--- src/rtl/relogio_ctrl.sv ---
// Digital clock controller: 1 Hz timebase, set-mode FSM with blink,
// and a time-multiplexed feed for one shared binary-to-BCD decoder.
module relogio_ctrl #(
  parameter int CLK_HZ  = 50_000_000,
  parameter int MUX_DIV = 50_000
) (
  input  logic       clk,
  input  logic       rst,
  input  logic       btn_mode,
  input  logic       btn_inc,
  output logic [5:0] sec,
  output logic [5:0] min,
  output logic [4:0] hour,
  output logic [1:0] mode,
  output logic       tick_1hz,
  output logic       blink,
  output logic [1:0] dec_sel,
  output logic [5:0] dec_in
);

  localparam int PW = (CLK_HZ > 1) ? $clog2(CLK_HZ) : 1;
  localparam int SW = (MUX_DIV > 1) ? $clog2(MUX_DIV) : 1;

  localparam logic [PW-1:0] P_LAST = PW'(CLK_HZ - 1);
  localparam logic [PW-1:0] P_HALF = PW'(CLK_HZ / 2);
  localparam logic [SW-1:0] S_LAST = SW'(MUX_DIV - 1);

  typedef enum logic [1:0] {
    RUN      = 2'b00,
    SET_HOUR = 2'b01,
    SET_MIN  = 2'b10
  } state_t;

  state_t        state;
  logic [PW-1:0] presc;
  logic [SW-1:0] slot;
  logic          mode_prev;
  logic          inc_prev;
  logic          mode_p;
  logic          inc_p;
  logic          p_wrap;

  assign mode_p = btn_mode & ~mode_prev;
  assign inc_p  = btn_inc & ~inc_prev;
  assign p_wrap = (presc == P_LAST);

  assign mode     = state;
  assign tick_1hz = (state == RUN) & p_wrap;
  assign blink    = (state != RUN) & (presc < P_HALF);

  // Time, prescaler and FSM share one block so the
  // set-min exit can clear sec and presc on the same edge.
  always_ff @(posedge clk) begin
    if (rst) begin
      state     <= RUN;
      presc     <= '0;
      sec       <= '0;
      min       <= '0;
      hour      <= '0;
      mode_prev <= 1'b1;
      inc_prev  <= 1'b1;
    end else begin
      mode_prev <= btn_mode;
      inc_prev  <= btn_inc;
      presc     <= p_wrap ? '0 : presc + 1'b1;
      unique case (state)
        RUN: begin
          if (p_wrap) begin
            if (sec == 6'd59) begin
              sec <= '0;
              if (min == 6'd59) begin
                min  <= '0;
                hour <= (hour == 5'd23) ? '0 : hour + 5'd1;
              end else begin
                min <= min + 6'd1;
              end
            end else begin
              sec <= sec + 6'd1;
            end
          end
          if (mode_p) state <= SET_HOUR;
        end
        SET_HOUR: begin
          if (mode_p) begin
            state <= SET_MIN;
          end else if (inc_p) begin
            hour <= (hour == 5'd23) ? '0 : hour + 5'd1;
          end
        end
        SET_MIN: begin
          if (mode_p) begin
            state <= RUN;
            sec   <= '0;
            presc <= '0;
          end else if (inc_p) begin
            min <= (min == 6'd59) ? '0 : min + 6'd1;
          end
        end
        default: state <= RUN;
      endcase
    end
  end

  always_ff @(posedge clk) begin
    if (rst) begin
      slot    <= '0;
      dec_sel <= 2'b00;
    end else if (slot == S_LAST) begin
      slot    <= '0;
      dec_sel <= (dec_sel == 2'b10) ? 2'b00 : dec_sel + 2'b01;
    end else begin
      slot <= slot + 1'b1;
    end
  end

  always_comb begin
    dec_in = '0;
    unique case (1'b1)
      (dec_sel == 2'b00): dec_in = sec;
      (dec_sel == 2'b01): dec_in = min;
      (dec_sel == 2'b10): dec_in = {1'b0, hour};
      default:            dec_in = '0;
    endcase
  end

endmodule
--- config.mk ---
export PLATFORM = sky130hd
export DESIGN_NAME = relogio_ctrl
export DESIGN_NICKNAME = d
export VERILOG_FILES = /design/src/rtl/relogio_ctrl.sv
export SDC_FILE = /design/constraint.sdc
export NUM_CORES = 1
export LEC_CHECK = 0
export ABC_AREA = 1
export ABC_CLOCK_PERIOD_IN_PS = 2600
export BUFFER_PORTS_ARGS = -buffer_cell sky130_fd_sc_hd__clkbuf_2
export CORE_MARGIN = 1.5
export CORE_UTILIZATION = 51
export CTS_CLUSTER_DIAMETER = 60
export DETAILED_ROUTE_END_ITERATION = 8
export PLACE_DENSITY = 0.7
export SLEW_MARGIN = 25
export SYNTH_ARGS = -nofsm -noshare
export SYNTH_HDL_FRONTEND = slang
export SYNTH_SLANG_ARGS = --single-unit
--- constraint.sdc ---
create_clock -name clk -period 2.6 [get_ports clk]
set_input_delay 0.26 -clock clk [delete_from_list [all_inputs] [get_ports clk]]
set_output_delay 0.26 -clock clk [all_outputs]
set_load 0.01 [all_outputs]
==> results of run 1 <==
state kept, by name (all words and copies together) (netlist names):
name	count
dec_sel	2
hour	5
inc_prev	1
min	6
mode	2
mode_prev	1
presc	26
sec	6
slot	16
area by class of cell:
cell class | count | area, µm²
tap | 96 | 120
clock buffer | 15 | 156
fill | 659 | 2830
multi-input combinational | 397 | 2010
inverter | 77 | 289
sequential | 65 | 1300
timing repair buffer | 33 | 168
metrics by stage:
step | util, % | power [W]
after floorplan | - | 0.00110
after detailed placement | 56.6 | 0.00112
after CTS | 58.9 | 0.00184
after global placement | 56.6 | 0.00112
after global routing | 58.9 | 0.00189
final | 58.9 | 0.00182
placed cells by master (no fill, tap or decap), drive strengths merged, types with 4 or more instances in the layout:
cell	n
inv	77
nor3	20
o221ai	4
nor2	84
nand4	16
o211ai	4
nand3	47
clkbuf	47
o21ai	17
dfxtp	65
nand2	130
or2	7
ha	6
xor2	7
a21oi	43
worst reg2reg max path, cell delays in order, from the launching register on:
cell	delay [ps]
dfxtp_1	340
ha_1	200
nand3_1	120
inv_1	80
nand2_2	80
nor2_4	60
a21oi_4	370
inv_2	220
nor3b_1	220
power by group through the flow:
| stage | clock network (W) | logic, W | registers (W) |
|---|---|---|---|
| after floorplan | 0 | 0.0000634 | 0.00104 |
| after global placement | 0 | 0.0000777 | 0.00104 |
| after detailed placement | 0 | 0.0000795 | 0.00104 |
| after CTS | 0.000742 | 0.0000800 | 0.00102 |
| after global routing | 0.000781 | 0.0000921 | 0.00102 |
| final | 0.000720 | 0.0000798 | 0.00102 |
cell families (layout without fill, tap and decap cells):
kind of cell / count (synthesis) / in the layout / share of synthesized area, %
buf+inv: 84 / 125 / 9.35
simple gates: 309 / 309 / 39.2
fa+ha+maj: 6 / 6 / 2.06
flops: 65 / 65 / 35.6
compound gates: 73 / 73 / 11.6
xor+xnor: 9 / 9 / 2.16
worst min path at each step:
stage | to | slack (ps)
after global routing | inc_prev | 130
final | mode_prev | 120
after detailed placement | mode_prev | 460
after floorplan | hour[1] | 330
after CTS | mode_prev | 110
after global placement | slot[0] | 450
metal layers:
layer	part of all wire, %	routed length, µm	track usage, %	vias to the layer above
met5	0	0	0	-
li1	-	-	-	1860
met3	5.2	430	4.24	8
met4	0.80	67	7.94	0
met2	44	3640	34.9	85
met1	50	4190	32.7	1628
==> metrics, run 1 <==
outcome=completed; Starting Density=53.2%; Die ar.=0.00768 mm²; n_diodes=0; Post-Syn Instances=546; drt first pass iters=5; Final Cell Area=between 0.004 and 0.005 mm²; Final Worst Setup Slack=650 ps; Routed Antenna Nets=0; Synth area leaders=dfxtp_1 (36%), nand2_1 (13%), nor2_1 (7.6%), inv_1 (7.5%), nand3_1 (6.3%); antenna violations before repair=0; Layout Nets=593; row cnt=30; worst-margin pin slew=512 ps; #FFs+latches synth=between 60 and 70; Slew Viols, Final=0; Post-CTS Setup Bufs=0; Cell Count, Final, Fillers Out=683; CTS Buffer Depth=2; wire per inst=around 12 µm; mapped cell area=about 0.0037 mm²; Buffers on Ports=32; hold path depth=3; post-CTS resize count=0; Rel. slew slack=65.8%; most common cell in the netlist=nand2_1; CTS tree=built; cell taking the most area after synthesis=dfxtp_1; setup violators final=0; Slowest-stage cell, CP=dfxtp_1; core area=0.00687 mm²; crit path time final=1950 ps; grt ovf=0; Placed Area=between 0.003 and 0.004 mm²; ys async rst share=0%; top cells by count, synth=nand2_1 (122), nor2_1 (74), inv_1 (73), dfxtp_1 (65), nand3_1 (46); Worst EP required=2340 ps; GRT Overall Usage=23.0%; Critical R2R Launch=presc[0]; Cells after DPL=~670; I/O Pins=33; maximum vdd drop=0.321 mV; reg2reg path depth=8; Clock Sink Count=65; share of cells above drive strength 1=13.1%; Hold Path Class=input port to flip-flop; Seq/Total Area, Yosys=35.6%; flop2flop setup slack=830 ps; Final Hold Fails=0; pin count of the biggest net entering global routing=17; via count=3,581; Gate power share=4.4%; CTS clk-pin slew, worst paths=60 ps; Crit Reg-Reg Endpoint=presc[2]; Worst Setup SP=presc[0]; Switching Fraction=22.9%; crit path kind=flip-flop to output pin; clk_lat worst skew=between 300 and 400 ps; Num CTS Buffers=9; Worst setup endpoint=tick_1hz; RSZ-0062 raised after global routing=false; Setup Slack @ Placement=between 800 and 900 ps; Crit path depth=8; main flop type after synthesis=dfxtp_1; setup TNS after final layout=0 ps; vias in the first global route=3,101; Layout area overhead=10.7%; CP arrival=1690 ps; root buf cell=clkbuf_8; final wirelength=8320 µm; worst path cell trace=ha_1 -> nand3_1 -> inv_1 -> nand2_2 -> nor2_4 -> nand3_4 -> inv_2 -> clkbuf_2; Lkg Pwr=about 1.6 nW; Setup Skew=12.8 ps; post-synth net total=556; Fmax=approximately 510 MHz; drt drc=0; vias per cell=5.24; worst hold start=btn_mode; hold slack=116 ps; part of the power in registers=56.0%; P_int=0.00140 W; Synth cell types=38; total number of yosys warnings=0; buffers and inverters on the worst path=3; final period utilization=between 70% and 80%; switching power total=0.000417 W; CP delay by family, top=simple AND/OR/NAND/NOR gates; PwrDens=~450 mW/mm²; clock share of power=39.6%; Post-CTS Hold Fix Bufs=0; Die Y=87.6 µm; DP HPWL=6270 µm; die width=87.6 µm; EDFF count, synth=0; GP Congestion=about 0.96; type of destination of the critical path=output pin; initial DRC count=~240; max capacitance violation total=0; H-tree depth=3; first-pass GRT wire length=approximately 14,000 µm; crit-path max FO=8; share of the synthesized area in the top cell type=a little over a third; Largest stage delay, worst path=between 300 and 400 ps; synthesized area per cell=about 6.7 µm²; Worst Setup Start Kind=flip-flop
Power figures use the tool's default switching activity.
==> inputs of run 2 (changes only) <==
- ABC_CLOCK_PERIOD_IN_PS: 2600 -> 1900
- clock period: 2.6 -> 1.9 ns (I/O delays scaled with it)
==> metrics, run 2 (synthesized netlist as in run 1, its figures left out) <==
Die Y=87.6 µm (unchanged); drt drc=0 (unchanged); Regs by FF count=presc x26, slot x16; Worst Setup Start Kind=flip-flop; pin count of the biggest net entering global routing=16 (-1); register bank with the most flops=presc; Rel. slew slack=68.3% (+2.5 points); Layout area overhead=13.2%; Worst EP required=1710 ps (-630 ps); share of cells above drive strength 1=15.7% (+2.6 points); Starting Density=53.2% (unchanged); final period utilization=94.5%; Lkg Pwr=1.66 nW (+2.7%); I/O Pins=33 (unchanged); setup violators final=0 (unchanged); DP HPWL=6390 µm (+1.9%); core area=0.00687 mm² (unchanged); root buf cell=clkbuf_8; number of flip-flops under the largest register name=26 (unchanged); worst-margin pin slew=475 ps (-37.0 ps); Die ar.=0.00768 mm² (unchanged); Layout Nets=598 (+0.84%); CTS clk-pin slew, worst paths=70 ps (about the same); setup TNS after final layout=0 ps (unchanged); n_diodes=0 (unchanged); CP arrival=1600 ps (-90 ps); worst path cell trace=nand2_1 -> nor2_4 -> nand3_1 -> inv_2 -> nand3_4 -> inv_2 -> clkbuf_2; Largest stage delay, worst path=390 ps (about the same); via count=3,655 (+2.1%); H-tree depth=3 (unchanged); type of destination of the critical path=output pin; max capacitance violation total=0 (unchanged); Fmax=557 MHz; outcome=completed; drt first pass iters=5 (unchanged); Post-CTS Hold Fix Bufs=0 (unchanged); Final Hold Fails=0 (unchanged); crit-path max FO=5 (-3); crit path kind=flip-flop to output pin; grt ovf=0 (unchanged); hold slack=29.5 ps (-86.9 ps); clk_lat worst skew=360 ps (+20 ps); GP Congestion=0.905 (-5.4%); Clock Sink Count=65 (unchanged); most frequent cells in the layout=nand2_1 (122), nor2_1 (74), inv_1 (71); crit path time final=approximately 1800 ps; RSZ-0062 raised after global routing=false; Slowest-stage cell, CP=dfxtp_1; most common cell after layout, fill and taps aside=nand2_1; Critical Path Most Common Cell=inv_2; GRT Overall Usage=22.9% (-0.096 points); CTS Buffer Depth=2 (unchanged); Hold Path Class=input port to flip-flop; antenna violations before repair=0 (unchanged); maximum vdd drop=0.404 mV (+26%); CTS tree=built; wire per inst=12.4 µm (+2.0%); Routed Antenna Nets=0 (unchanged); vias per cell=5.30 (+1.2%); PwrDens=651 mW/mm² (+45%); CP delay by family, top=simple AND/OR/NAND/NOR gates; vias in the first global route=3,055 (-1.5%); first-pass GRT wire length=13,800 µm (-2.2%); Setup Skew=11.2 ps (-1.62 ps); row cnt=30 (unchanged); die width=87.6 µm (unchanged); buffers and inverters on the worst path=3 (unchanged); Num CTS Buffers=9 (unchanged); Buffers on Ports=32 (unchanged); final wirelength=8560 µm (+2.9%); initial DRC count=233 (-2.1%); Slew Viols, Final=0 (unchanged)
==> run 2: metrics by stage <==
stage / setup WS, ps / area [µm²] / total power, W / utilization, % / std cells
2_1_floorplan: 437 / 3650 / 0.00151 / - / 546
3_3_place_gp: 352 / 3920 / 0.00154 / 57.0 / 672
3_5_place_dp: 301 / 3920 / 0.00154 / 57.0 / 672
4_1_cts: 32.2 / 4120 / 0.00271 / 60.0 / 689
5_1_grt: 16.3 / 4130 / 0.00278 / 60.2 / 689
6_report: 105 / 4130 / 0.00269 / 60.2 / 689
==> run 2: worst paths after layout <==
| path | startpoint | endpoint | slack, ps | depth (start not counted) |
|---|---|---|---|---|
| hold reg to reg | presc[0] | presc[0] | 440 | 1 |
| setup reg to reg | presc[2] | presc[23] | 250 | 7 |
| setup / recovery | presc[12] | tick_1hz | 110 | 7 |
| hold / removal | btn_mode | mode_prev | 30 | 3 |
==> run 2: layer usage <==
layer  part of all wire, %  vias up  track usage, %
met2                    46      101            35.7
met5                     0        -               0
met3                   4.9        7            5.56
met1                    48     1689            31.3
li1                      -     1858               -
met4                   1.2        0            6.93
==> run 2: area by class of cell <==
| class | count | area [µm²] |
|---|---|---|
| clock buffers | 10 | 138 |
| clock inverters | 6 | 57.6 |
| fillers | 663 | 2740 |
| inverters | 77 | 289 |
| multi-input cells | 397 | 2020 |
| flip-flops and latches | 65 | 1300 |
| well taps | 96 | 120 |
| repair buffers | 38 | 205 |
==> run 2: where the power goes <==
part	switching, W	internal, W
logic	0.0000790	0.0000379
clock network	0.000546	0.000632
registers	0.0000157	0.00138
==> run 2: timing repair <==
item | in CTS | in global routing
hold endpoints to repair | 0 | 0
resized for setup | 0 | 6
endpoints found under the setup margin | 1 | 2
gates cloned | 0 | 0
setup buffers | 1 | 0
pin swaps | 0 | 1
==> run 2: worst register-to-register path, cell delays in order (launching register included) <==
cell	delay, ps
dfxtp_1	380
nand3_1	160
nor2_4	180
nand2_2	120
nor2_1	360
nand3_1	160
o21ai_1	140
a21oi_1	50
